### config.mk
export PLATFORM = sky130hd
export DESIGN_NAME = instr_aligner
export DESIGN_NICKNAME = d
export VERILOG_FILES = /design/src/rtl/instr_aligner.sv
export SDC_FILE = /design/constraint.sdc
export NUM_CORES = 1
export LEC_CHECK = 0
export BUFFER_PORTS_ARGS = -buffer_cell sky130_fd_sc_hd__buf_2
export CAP_MARGIN = 30
export CORE_MARGIN = 1.5
export CORE_UTILIZATION = 50
export CTS_BUF_LIST = sky130_fd_sc_hd__clkbuf_2
export CTS_CLUSTER_DIAMETER = 30
export DETAILED_ROUTE_END_ITERATION = 10
export PLACE_DENSITY = 0.77
export SYNTH_ARGS = -nofsm -noshare
export SYNTH_HDL_FRONTEND = slang
export SYNTH_SLANG_ARGS = --single-unit
### constraint.sdc
create_clock -name clk -period 7 [get_ports clk]
set_clock_uncertainty 0.15 [all_clocks]
set_input_delay 0.35 -clock clk [delete_from_list [all_inputs] [get_ports clk]]
set_output_delay 0.35 -clock clk [all_outputs]
set_load 0.05 [all_outputs]
### src/rtl/instr_aligner.sv
// rtl/instr_aligner.sv - RV32IC fetch parcel aligner
// Splits word-aligned fetch words into 16/32-bit instructions, including word-straddling ones.
module instr_aligner #(
   parameter logic [31:0] RESET_PC = 32'h0000_0000
) (
   input  logic        clk,
   input  logic        reset,
   input  logic        mem_valid,
   output logic        mem_ready,
   input  logic [31:0] mem_data,
   input  logic [31:0] mem_addr,
   input  logic        flush,
   input  logic [31:0] flush_pc,
   output logic        instr_valid,
   input  logic        instr_ready,
   output logic [31:0] instr_data,
   output logic        instr_compressed,
   output logic [31:0] instr_pc
);

   logic [47:0] slots_q, slots_d;
   logic [1:0]  cnt_q, cnt_d;
   logic [31:0] head_pc_q, head_pc_d;
   logic        drop_low_q, drop_low_d;
   logic [31:0] exp_addr_q, exp_addr_d;
   logic        synced_q, synced_d;

   logic        head_comp;
   logic        fire;
   logic [1:0]  consumed;
   logic [1:0]  remain;
   logic [47:0] shifted;
   logic        hit;

   always_comb begin
      head_comp = slots_q[1:0] != 2'b11;
      instr_valid = ((cnt_q != 2'd0) && head_comp) || (cnt_q >= 2'd2);
      instr_compressed = (cnt_q != 2'd0) && head_comp;
      instr_data = head_comp ? {16'h0000, slots_q[15:0]} : slots_q[31:0];
      instr_pc = head_pc_q;

      fire = instr_valid && instr_ready;
      consumed = fire ? (head_comp ? 2'd1 : 2'd2) : 2'd0;
      remain = cnt_q - consumed;
      case (consumed)
         2'd1:    shifted = {16'h0000, slots_q[47:16]};
         2'd2:    shifted = {32'h0000_0000, slots_q[47:32]};
         default: shifted = slots_q;
      endcase

      // Combinational from instr_ready: a compressed fire frees the slot a new word needs.
      mem_ready = !flush && (remain <= 2'd1);
      hit = mem_valid && mem_ready && (mem_addr == exp_addr_q);

      slots_d = shifted;
      cnt_d = remain;
      head_pc_d = head_pc_q + (fire ? (head_comp ? 32'd2 : 32'd4) : 32'd0);
      drop_low_d = drop_low_q;
      exp_addr_d = exp_addr_q;
      synced_d = synced_q;

      if (hit) begin
         if (drop_low_q) begin
            if (remain == 2'd0) slots_d[15:0] = mem_data[31:16];
            else                slots_d[31:16] = mem_data[31:16];
            cnt_d = remain + 2'd1;
         end else begin
            if (remain == 2'd0) slots_d[31:0] = mem_data;
            else                slots_d[47:16] = mem_data;
            cnt_d = remain + 2'd2;
         end
         drop_low_d = 1'b0;
         exp_addr_d = exp_addr_q + 32'd4;
         synced_d = 1'b1;
      end

      if (flush) begin
         slots_d = 48'h0;
         cnt_d = 2'd0;
         head_pc_d = flush_pc;
         exp_addr_d = {flush_pc[31:2], 2'b00};
         drop_low_d = flush_pc[1];
         synced_d = 1'b0;
      end
   end

   always_ff @(posedge clk) begin
      if (reset) begin
         slots_q <= 48'h0;
         cnt_q <= 2'd0;
         head_pc_q <= RESET_PC;
         drop_low_q <= 1'b0;
         exp_addr_q <= RESET_PC;
         synced_q <= 1'b0;
      end else begin
         slots_q <= slots_d;
         cnt_q <= cnt_d;
         head_pc_q <= head_pc_d;
         drop_low_q <= drop_low_d;
         exp_addr_q <= exp_addr_d;
         synced_q <= synced_d;
      end
   end

endmodule

==> results of run 1 <==
-- flip-flops by register name (all words and copies together) (netlist names) --
register	count
exp_addr_q	30
instr_pc	32
slots_q	48
cnt_q	2
drop_low_q	1
-- final timing paths --
check                                 start       endpoint  slack (ns)  depth (start not counted)
worst max register to register   slots_q[1]  exp_addr_q[9]        2.52                         10
worst min register to register  slots_q[33]    slots_q[33]        0.41                          3
worst min-delay path            mem_addr[2]       cnt_q[1]        0.08                          5
worst max-delay path             slots_q[1]  exp_addr_q[9]        2.52                         10
-- critical path: stages, from the launching register on --
cell      delay [ns]
dfxtp_1         0.80
a21oi_1         0.27
and2_1          0.25
ha_1            0.19
nor2b_1         0.14
a211oi_2        0.54
ha_1            0.37
o211ai_4        0.18
or3_1           0.74
nor4_1          0.56
a311oi_1        0.16
-- what timing repair did --
item / 4_1_cts / 5_1_grt
hold buffers: 72 / 0
buffers inserted: 0 / 0
endpoints found under the hold margin: 112 / 0
-- area by class of cell --
type / instances / area [µm²] / area share
Clock buffer: 18 / 90.1 / 0.0104
Sequential cell: 113 / 2260 / 0.262
Antenna cell: 2 / 5.00 / 0.000580
Timing Repair Buffer: 251 / 1650 / 0.191
Inverter: 36 / 135 / 0.0157
Clock inverter: 14 / 123 / 0.0142
Tap cell: 176 / 220 / 0.0255
Multi-Input combinational cell: 588 / 4140 / 0.480
-- cells in the mapped netlist, types with 3 or more instances --
library cell	instances	area [µm²]
and4_1	10	87.6
nor4_2	4	50.1
o31a_1	24	210
a22o_1	16	140
nor2_1	27	101
a32o_1	16	160
ha_1	6	75.1
nor2b_1	18	113
and2_1	3	18.8
xor2_1	40	350
a21boi_0	29	218
o21a_1	5	37.5
a222oi_1	14	140
buf_2	8	40.0
dfxtp_1	113	2260
nand2_1	58	218
nor4_1	28	175
buf_4	16	120
nand4_1	12	75.1
a211oi_1	22	165
clkbuf_1	48	180
a221oi_1	4	35.0
nor3_1	15	75.1
o21ai_0	18	90.1
a21oi_1	48	240
buf_1	6	22.5
inv_1	36	135
a21o_1	19	143
mux2i_1	37	370
xnor2_1	27	236
and3_1	22	138
nand3_1	43	215
-- power breakdown --
group | switching (mW) | leakage (nW) | internal [mW]
clock network | 0.258 | 0.129 | 0.156
logic | 0.139 | 2.53 | 0.107
registers | 0.0370 | 0.926 | 0.668
total | 0.433 | 3.59 | 0.931
-- logic make-up after synthesis --
family / Yosys count / share of synthesized area
buffers and inverters: 116 / 0.0755
adder cells (fa/ha/maj): 7 / 0.0138
AND/OR/NAND/NOR: 249 / 0.198
XOR/XNOR: 67 / 0.0851
flip-flops: 113 / 0.328
AO/OA/AOI/OAI: 228 / 0.246
multiplexers: 37 / 0.0537
-- through the flow --
step                      setup slack, ns  total power [mW]
after floorplan                      2.40             0.850
after global placement               2.88             0.924
after detailed placement             2.65             0.928
after CTS                            2.61              1.37
after global routing                 2.21              1.42
final                                2.52              1.36
-- routing by layer --
layer | share of wire | wire, µm | global-route usage
met2 | 0.46 | 9700 | 0.460
met4 | 0.027 | 574 | 0.127
met3 | 0.075 | 1590 | 0.0590
met1 | 0.44 | 9170 | 0.377
met5 | 0 | 0 | 0
==> flow_summary_export.csv, run 1 <==
group,metric,value,unit
logic_synthesis,synth_seq_cells,113,
placed_design,placed_cell_area,0.00769,mm²
timing,period_share,0.641,
setup_path,cp.required,7.44,ns
placed_design,place_inst,1092,
drt,drt_iter0_drc,731,
power,ir_drop,118,µV
setup_path,crit_fanout,26,
floorplan,core,0.0133,mm²
power,leakagePower,3.59,nW
drt,drc,0,
setup_path,worstPathArrival,4.92,ns
logic_synthesis,syn_area_per_cell,8.44,µm²
power,p_per_area,158,mW/mm²
clocking,numClockSinks,113,
clocking,tritoncts,"built",
min_path,holdCritPathClass,"input pin to flip-flop",
timing,setup_viol,0,
timing,finalHoldViolations,0,
placed_design,dp_hpwl,13500,µm
logic_synthesis,seq_area_frac_synth,0.328,
grt,grt_max_degree,61,
clocking,clock_latency,0.71,ns
drt,wire_per_inst,17.5,µm
drt,antenna_left,0,
logic_synthesis,synth-edff-count,0,
drt,drt-total-wl,21000,µm
logic_synthesis,synth_ff_type,"dfxtp_1",
final_layout,final_cells,1198,
final_layout,syn_to_final_growth,25.1,%
clocking,cts_resized,0,
clocking,clkTransAtPathRegs,0.17,ns
logic_synthesis,postSynthCellCount,817,
grt,grt-ovfl-total,0,
grt,antenna_found_initial,1,
final_layout,finalNetCount,1115,
floorplan,die_w,120,µm
setup_path,start_kind,"flip-flop",
final_layout,fill_cells,1110,
logic_synthesis,yosysWarnings,0,
final_layout,drive_gt1_frac,0.219,
placed_design,port_buffers,167,
clocking,clock_path_buffers,2,
final_layout,layout_commonest_cell,"buf_2",
floorplan,start_util,0.516,
floorplan,die_area,0.0145,mm²
timing,maxSlewViolCount,0,
timing,max_freq,223,MHz
logic_synthesis,synth_area,0.00689,mm²
final_layout,mostFrequentLayoutCells,"buf_2 (167), dfxtp_1 (112), dlygate4sd3_1 (72)",
timing,fin_crit,4.48,ns
status,outcome,"finished, final reports clean",
floorplan,die_y,120,µm
floorplan,io_pins,168,
final_layout,post-route-util,0.646,
timing,rsz0062_at_grt,"false",
timing,relSlewSlack,0.353,
placed_design,gp_congestion,0.943,
drt,drt-pass1-iter-count,6,
setup_path,crit_type,"flip-flop to flip-flop",
logic_synthesis,synthesis.nets,925,
drt,vias,7136,
logic_synthesis,ys_types,53,
clocking,cts_made_buffers,17,
run,max-cap-violations,0,
timing,tns,0,ns
setup_path,critPathCaptureType,"flip-flop",
final_layout,stdcell_area,0.00862,mm²
drt,via_per_inst,5.96,
timing,worst_pin_slew,0.970,ns
floorplan,rows,42,
logic_synthesis,synthArstFlopShare,0,
grt,grt_pass1_wl,33000,µm
clocking,clockRootBuffer,"clkbuf_2",
clocking,htreeDepth,4,
grt,grt_pass1_vias,6712,
timing,fin_hold_ws,0.0814,ns
grt,groute.usage.overall,0.288,
Note: power is estimated with default switching activity, not from simulation.
==> run 2, diff against run 1 <==
Settings changed: PLACE_DENSITY 0.77 to 0.8.
Clock period 7 ns to 3.9 ns, I/O delays scaled along.
==> run 2 against run 1 <==
Net effect:
- combinational power rose by 84%
- worst hold slack improved by 0.063 ns
- core utilization rose by 1.8 points
- clock power rose by 98%
- die area did not move
- sequential power rose by 80%
- critical path type unchanged
- largest cell class unchanged
==> flow_summary_export.csv, run 2 (same netlist as run 1, synthesis figures left out) <==
group,metric,value,unit
floorplan,die_w,120,µm
placed_design,place_inst,1102,
floorplan,core,0.0133,mm²
clocking,clockRootBuffer,"clkbuf_2",
timing,setup_viol,0,
drt,drt_iter0_drc,892,
timing,relSlewSlack,0.337,
grt,grt-ovfl-total,0,
clocking,post_cts_buffers,0,
grt,grt_pass1_wl,34400,µm
final_layout,mostFrequentLayoutCells,"buf_2 (167), dfxtp_1 (112), dlygate4sd3_1 (83)",
final_layout,largest_reg_flops,48,
grt,grt_pass1_vias,7017,
setup_path,crit_top_cell,"ha_1",
grt,antenna_found_initial,0,
final_layout,drive_gt1_frac,0.228,
placed_design,port_buffers,167,
run,max-cap-violations,0,
timing,maxSlewViolCount,0,
clocking,clkTransAtPathRegs,0.20,ns
setup_path,crit_type,"flip-flop to flip-flop",
final_layout,final_cells,1217,
drt,vias,7383,
drt,wire_per_inst,17.9,µm
setup_path,critPathMaxStageDelay,0.57,ns
grt,groute.usage.overall,0.298,
power,leakagePower,3.74,nW
drt,drt-total-wl,21700,µm
status,outcome,"finished, final reports clean",
timing,finalHoldViolations,0,
setup_path,start_kind,"flip-flop",
drt,drc,0,
setup_path,crit_chain,"nor2_1 -> a21oi_4 -> and2_1 -> ha_1 -> nor2b_1 -> a211oi_4 -> ha_1 -> o211ai_4 -> nor4_1 -> buf_4 -> and4_1 -> o31a_1 -> dlygate4sd3_1",
power,ir_drop,185,µV
drt,drt-pass1-iter-count,6,
final_layout,antennaDiodeCount,0,
setup_path,cp.required,4.36,ns
floorplan,die_area,0.0145,mm²
timing,rsz0062_at_grt,"false",
drt,antenna_left,0,
floorplan,rows,42,
power,p_per_area,286,mW/mm²
timing,worst_pin_slew,0.994,ns
floorplan,start_util,0.516,
setup_path,cp_num_buf_inv,2,
setup_path,cp_top_family,"compound AO/OA/AOI/OAI gates",
final_layout,layout_commonest_cell,"buf_2",
clocking,numClockSinks,113,
timing,max_freq,274,MHz
placed_design,gp_congestion,0.938,
timing,period_share,0.935,
floorplan,die_y,120,µm
grt,grt_max_degree,48,
min_path,holdCritPathClass,"input pin to flip-flop",
timing,fin_crit,3.65,ns
final_layout,top_register,"slots_q",
timing,tns,0,ns
final_layout,finalNetCount,1136,
setup_path,crit_fanout,9,
clocking,cts_made_buffers,17,
clocking,tritoncts,"built",
setup_path,critPathCaptureType,"flip-flop",
setup_path,worstPathArrival,4.10,ns
clocking,clock_latency,0.71,ns
floorplan,io_pins,168,
final_layout,syn_to_final_growth,28.5,%
clocking,htreeDepth,4,
placed_design,dp_hpwl,13700,µm
drt,via_per_inst,6.07,
setup_path,crit_path_top_delay_cell,"dlygate4sd3_1",
clocking,clock_path_buffers,2,
[run 2: what timing repair did]
item | CTS | global route
setup endpoints to repair | 0 | 1
hold buffers | 83 | 0
endpoints found under the hold margin | 112 | 0
resized for setup | 0 | 1
[run 2: final timing paths]
path | start | to | slack [ns] | depth (start not counted)
setup / recovery | cnt_q[1] | exp_addr_q[18] | 0.25 | 13
hold / removal | mem_data[22] | slots_q[38] | 0.14 | 4
setup reg to reg | cnt_q[1] | exp_addr_q[18] | 0.25 | 13
hold reg to reg | slots_q[43] | slots_q[43] | 0.41 | 3
[run 2: routing by layer]
layer  wire length, µm  track usage  up-vias  share of wire
li1                  -            -     3425              -
met1              9190        0.386     3490           0.42
met2             10200        0.481      404           0.47
met5                 0            0        -              0
met3              1740       0.0613       64          0.080
met4               646        0.130        0          0.030
[run 2: layout make-up]
type	instances	area, µm²
Clock inverter	13	144
Clock buffer	19	95.1
Inverter	36	135
Fill cell	1119	4490
Timing Repair Buffer	272	1830
Tap cell	176	220
Multi-Input combinational cell	588	4170
Sequential cell	113	2260
[run 2: tightest hold or removal path, cell delays in order]
cell and delay (ns):
dlygate4sd3_1 0.54, buf_2 0.15, nand3_1 0.06, a21oi_1 0.06
[run 2: report_power, final]
group          switching, mW  internal [mW]  total, mW
sequential            0.0671           1.20       1.27
clock                  0.466          0.352      0.818
combinational          0.253          0.197      0.450
total                  0.786           1.75       2.53
[run 2: metrics by stage]
stage / total power [mW] / util / setup WS (ns) / hold WS [ns] / instance area (µm²)
6_report: 2.53 / 0.664 / 0.252 / 0.145 / 8860
4_1_cts: 2.53 / 0.663 / 0.283 / 0.0899 / 8850
3_3_place_gp: 1.66 / 0.583 / 0.471 / 0.285 / 7780
2_1_floorplan: 1.53 / - / 0.00551 / 0.192 / 6910
5_1_grt: 2.64 / 0.664 / 0.0245 / 0.0803 / 8860
3_5_place_dp: 1.67 / 0.583 / 0.365 / 0.304 / 7780
==> run 3, diff against run 2 <==
--- a/config.mk
+++ b/config.mk
@@ -12,4 +12,5 @@
 export CTS_BUF_LIST = sky130_fd_sc_hd__clkbuf_2
 export CTS_CLUSTER_DIAMETER = 30
+export CTS_CLUSTER_SIZE = 20
 export DETAILED_ROUTE_END_ITERATION = 10
 export PLACE_DENSITY = 0.8
==> constraint.sdc (replaced) <==
create_clock -name clk -period 3.9 [get_ports clk]
set_clock_uncertainty 0.15 [all_clocks]
set_input_delay 0.78 -clock clk [delete_from_list [all_inputs] [get_ports clk]]
set_output_delay 0.78 -clock clk [all_outputs]
set_load 0.05 [all_outputs]
==> run 3 against run 2 <==
Net effect:
- clock power shrank 21%
- cell count shrank 6.2%
- register-to-register slack gained 0.23 ns
- core utilization shrank 6.3 points
- via count shrank 7.2%
- first-iteration DRC count shrank 26%
- total power shrank 9.4%
==> flow_summary_export.csv, run 3 (same netlist as run 1, synthesis figures left out) <==
group,metric,value,unit
run,max-cap-violations,0,
power,leakagePower,3.34,nW
clocking,numClockSinks,113,
setup_path,r2r_end,"exp_addr_q[9]",
placed_design,gp_congestion,0.982,
final_layout,layout_commonest_cell,"buf_2",
drt,drc,0,
timing,maxSlewViolCount,0,
clocking,htreeDepth,4,
grt,grt_pass1_wl,31100,µm
grt,grt-ovfl-total,0,
setup_path,crit_fanout,6,
setup_path,r2r_cells,11,
timing,period_share,0.936,
clocking,clock_latency,0.71,ns
final_layout,largest_reg_flops,48,
setup_path,start_kind,"flip-flop",
clocking,clock_path_buffers,2,
floorplan,die_area,0.0145,mm²
power,ir_drop,191,µV
min_path,holdCritPathClass,"input pin to flip-flop",
final_layout,seq_area,0.00226,mm²
timing,tns,0,ns
timing,relSlewSlack,0.453,
timing,finalWorstSetupSlack,0.249,ns
placed_design,place_inst,1108,
final_layout,drive_gt1_frac,0.257,
setup_path,r2r_slack,0.48,ns
placed_design,dp_hpwl,13500,µm
timing,rsz0062_at_grt,"false",
setup_path,cp.required,2.97,ns
grt,groute.usage.overall,0.270,
status,outcome,"finished, final reports clean",
timing,fin_crit,3.65,ns
final_layout,final_cells,1141,
setup_path,cp-startpoint,"cnt_q[1]",
final_layout,finalNetCount,1059,
final_layout,multiInputGateArea,0.00417,mm²
floorplan,rows,42,
floorplan,die_y,120,µm
drt,antenna_left,0,
floorplan,io_pins,168,
placed_design,port_buffers,167,
min_path,holdPathEnd,"instr_pc[0]",
floorplan,core,0.0133,mm²
timing,setup_viol,0,
final_layout,top_register,"slots_q",
setup_path,crit_path_top_delay_cell,"dfxtp_2",
final_layout,mostFrequentLayoutCells,"buf_2 (166), dfxtp_1 (111), nand2_1 (58)",
setup_path,critPathMaxStageDelay,0.40,ns
setup_path,worstPathArrival,2.72,ns
setup_path,r2r-start,"cnt_q[1]",
power,p_per_area,286,mW/mm²
clocking,cts_made_buffers,17,
floorplan,start_util,0.516,
drt,vias,6851,
final_layout,stdcell_area,0.00802,mm²
setup_path,critPathCaptureType,"output pin",
grt,antenna_found_initial,1,
setup_path,crit_chain,"nor2_2 -> a21oi_4 -> and2_1 -> ha_1 -> nor2b_1 -> a211oi_4 -> ha_2 -> nor2_1 -> nor2_2 -> buf_4",
final_layout,syn_to_final_growth,16.4,%
power,p_total,2.30,mW
timing,finalHoldViolations,0,
drt,drt-pass1-iter-count,8,
grt,grt_pass1_vias,6165,
timing,max_freq,274,MHz
clocking,clockRootBuffer,"clkbuf_2",
setup_path,crit_type,"flip-flop to output pin",
clocking,tritoncts,"built",
drt,drt_iter0_drc,660,
final_layout,fill_cells,1209,
min_path,worstHoldPathCells,3,
placed_design,pre_cts_slack,0.160,ns
placed_design,placed_cell_area,0.00783,mm²
setup_path,crit_top_cell,"nor2_2",
timing,worst_pin_slew,0.821,ns
floorplan,die_w,120,µm
min_path,holdCritStartpoint,"flush_pc[0]",
clocking,clkTransAtPathRegs,0.19,ns
clocking,post_cts_buffers,0,
clocking,cts_hold_buffers,0,
drt,via_per_inst,6.00,
grt,grt_max_degree,49,
drt,wire_per_inst,17.2,µm
drt,drt-total-wl,19600,µm
run 3: changes by cell type in the layout (fill, tap and decap cells not counted), sizes merged:
cell         delta
buf             +6
bufinv          -3
clkinv          -2
inv             +2
clkinvlp        +4
dlygate4sd3    -83
diode           +1
clkbuf          -1
run 3: worst max path at each step:
stage | to | slack (ns) | depth (start not counted)
5_1_grt | mem_ready | 0.04 | 10
2_1_floorplan | exp_addr_q[29] | 0.006 | 15
6_report | mem_ready | 0.25 | 10
3_5_place_dp | exp_addr_q[9] | 0.16 | 10
4_1_cts | mem_ready | 0.06 | 10
3_3_place_gp | exp_addr_q[9] | 0.29 | 10
run 3: final cells by class:
cell class,count,share of cell area
multi-input cells,588,0.520
flip-flops and latches,113,0.282
repair buffers,195,0.131
well taps,176,0.0275
inverters,36,0.0168
clock inverters,14,0.0115
clock buffers,18,0.0112
diodes,1,0.000312
run 3: power breakdown:
group	total (mW)	internal, mW	switching, mW
sequential	1.26	1.20	0.0575
combinational	0.392	0.146	0.245
clock	0.648	0.162	0.485
total	2.30	1.51	0.788
run 3: through the flow:
step / hold WS, ns / utilization
3_3_place_gp: 0.318 / 0.586
2_1_floorplan: 0.356 / -
5_1_grt: 0.110 / 0.601
3_5_place_dp: 0.330 / 0.586
4_1_cts: 0.104 / 0.600
6_report: 0.144 / 0.601
run 3: worst max-delay path: cells and delay by family, from the launching register on:
family                     cells  cell delay, ns
buffers and inverters          1            0.21
and+or+nand+nor                5            0.63
AOI/OAI and AO/OA              2            0.31
adders and majority gates      2            0.47
DFF                            1            0.40
run 3: repair_timing:
item | CTS | global route
setup endpoints to repair | 1 | 1
gates resized for setup | 1 | 3
hold endpoints to repair | 0 | 0
run 3: layer usage:
| layer | wire [µm] | global-route usage | vias to the layer above |
|---|---|---|---|
| met5 | 0 | 0 | - |
| li1 | - | - | 3272 |
| met2 | 9000 | 0.415 | 276 |
| met1 | 8960 | 0.380 | 3269 |
| met3 | 1290 | 0.0500 | 34 |
| met4 | 391 | 0.0919 | 0 |
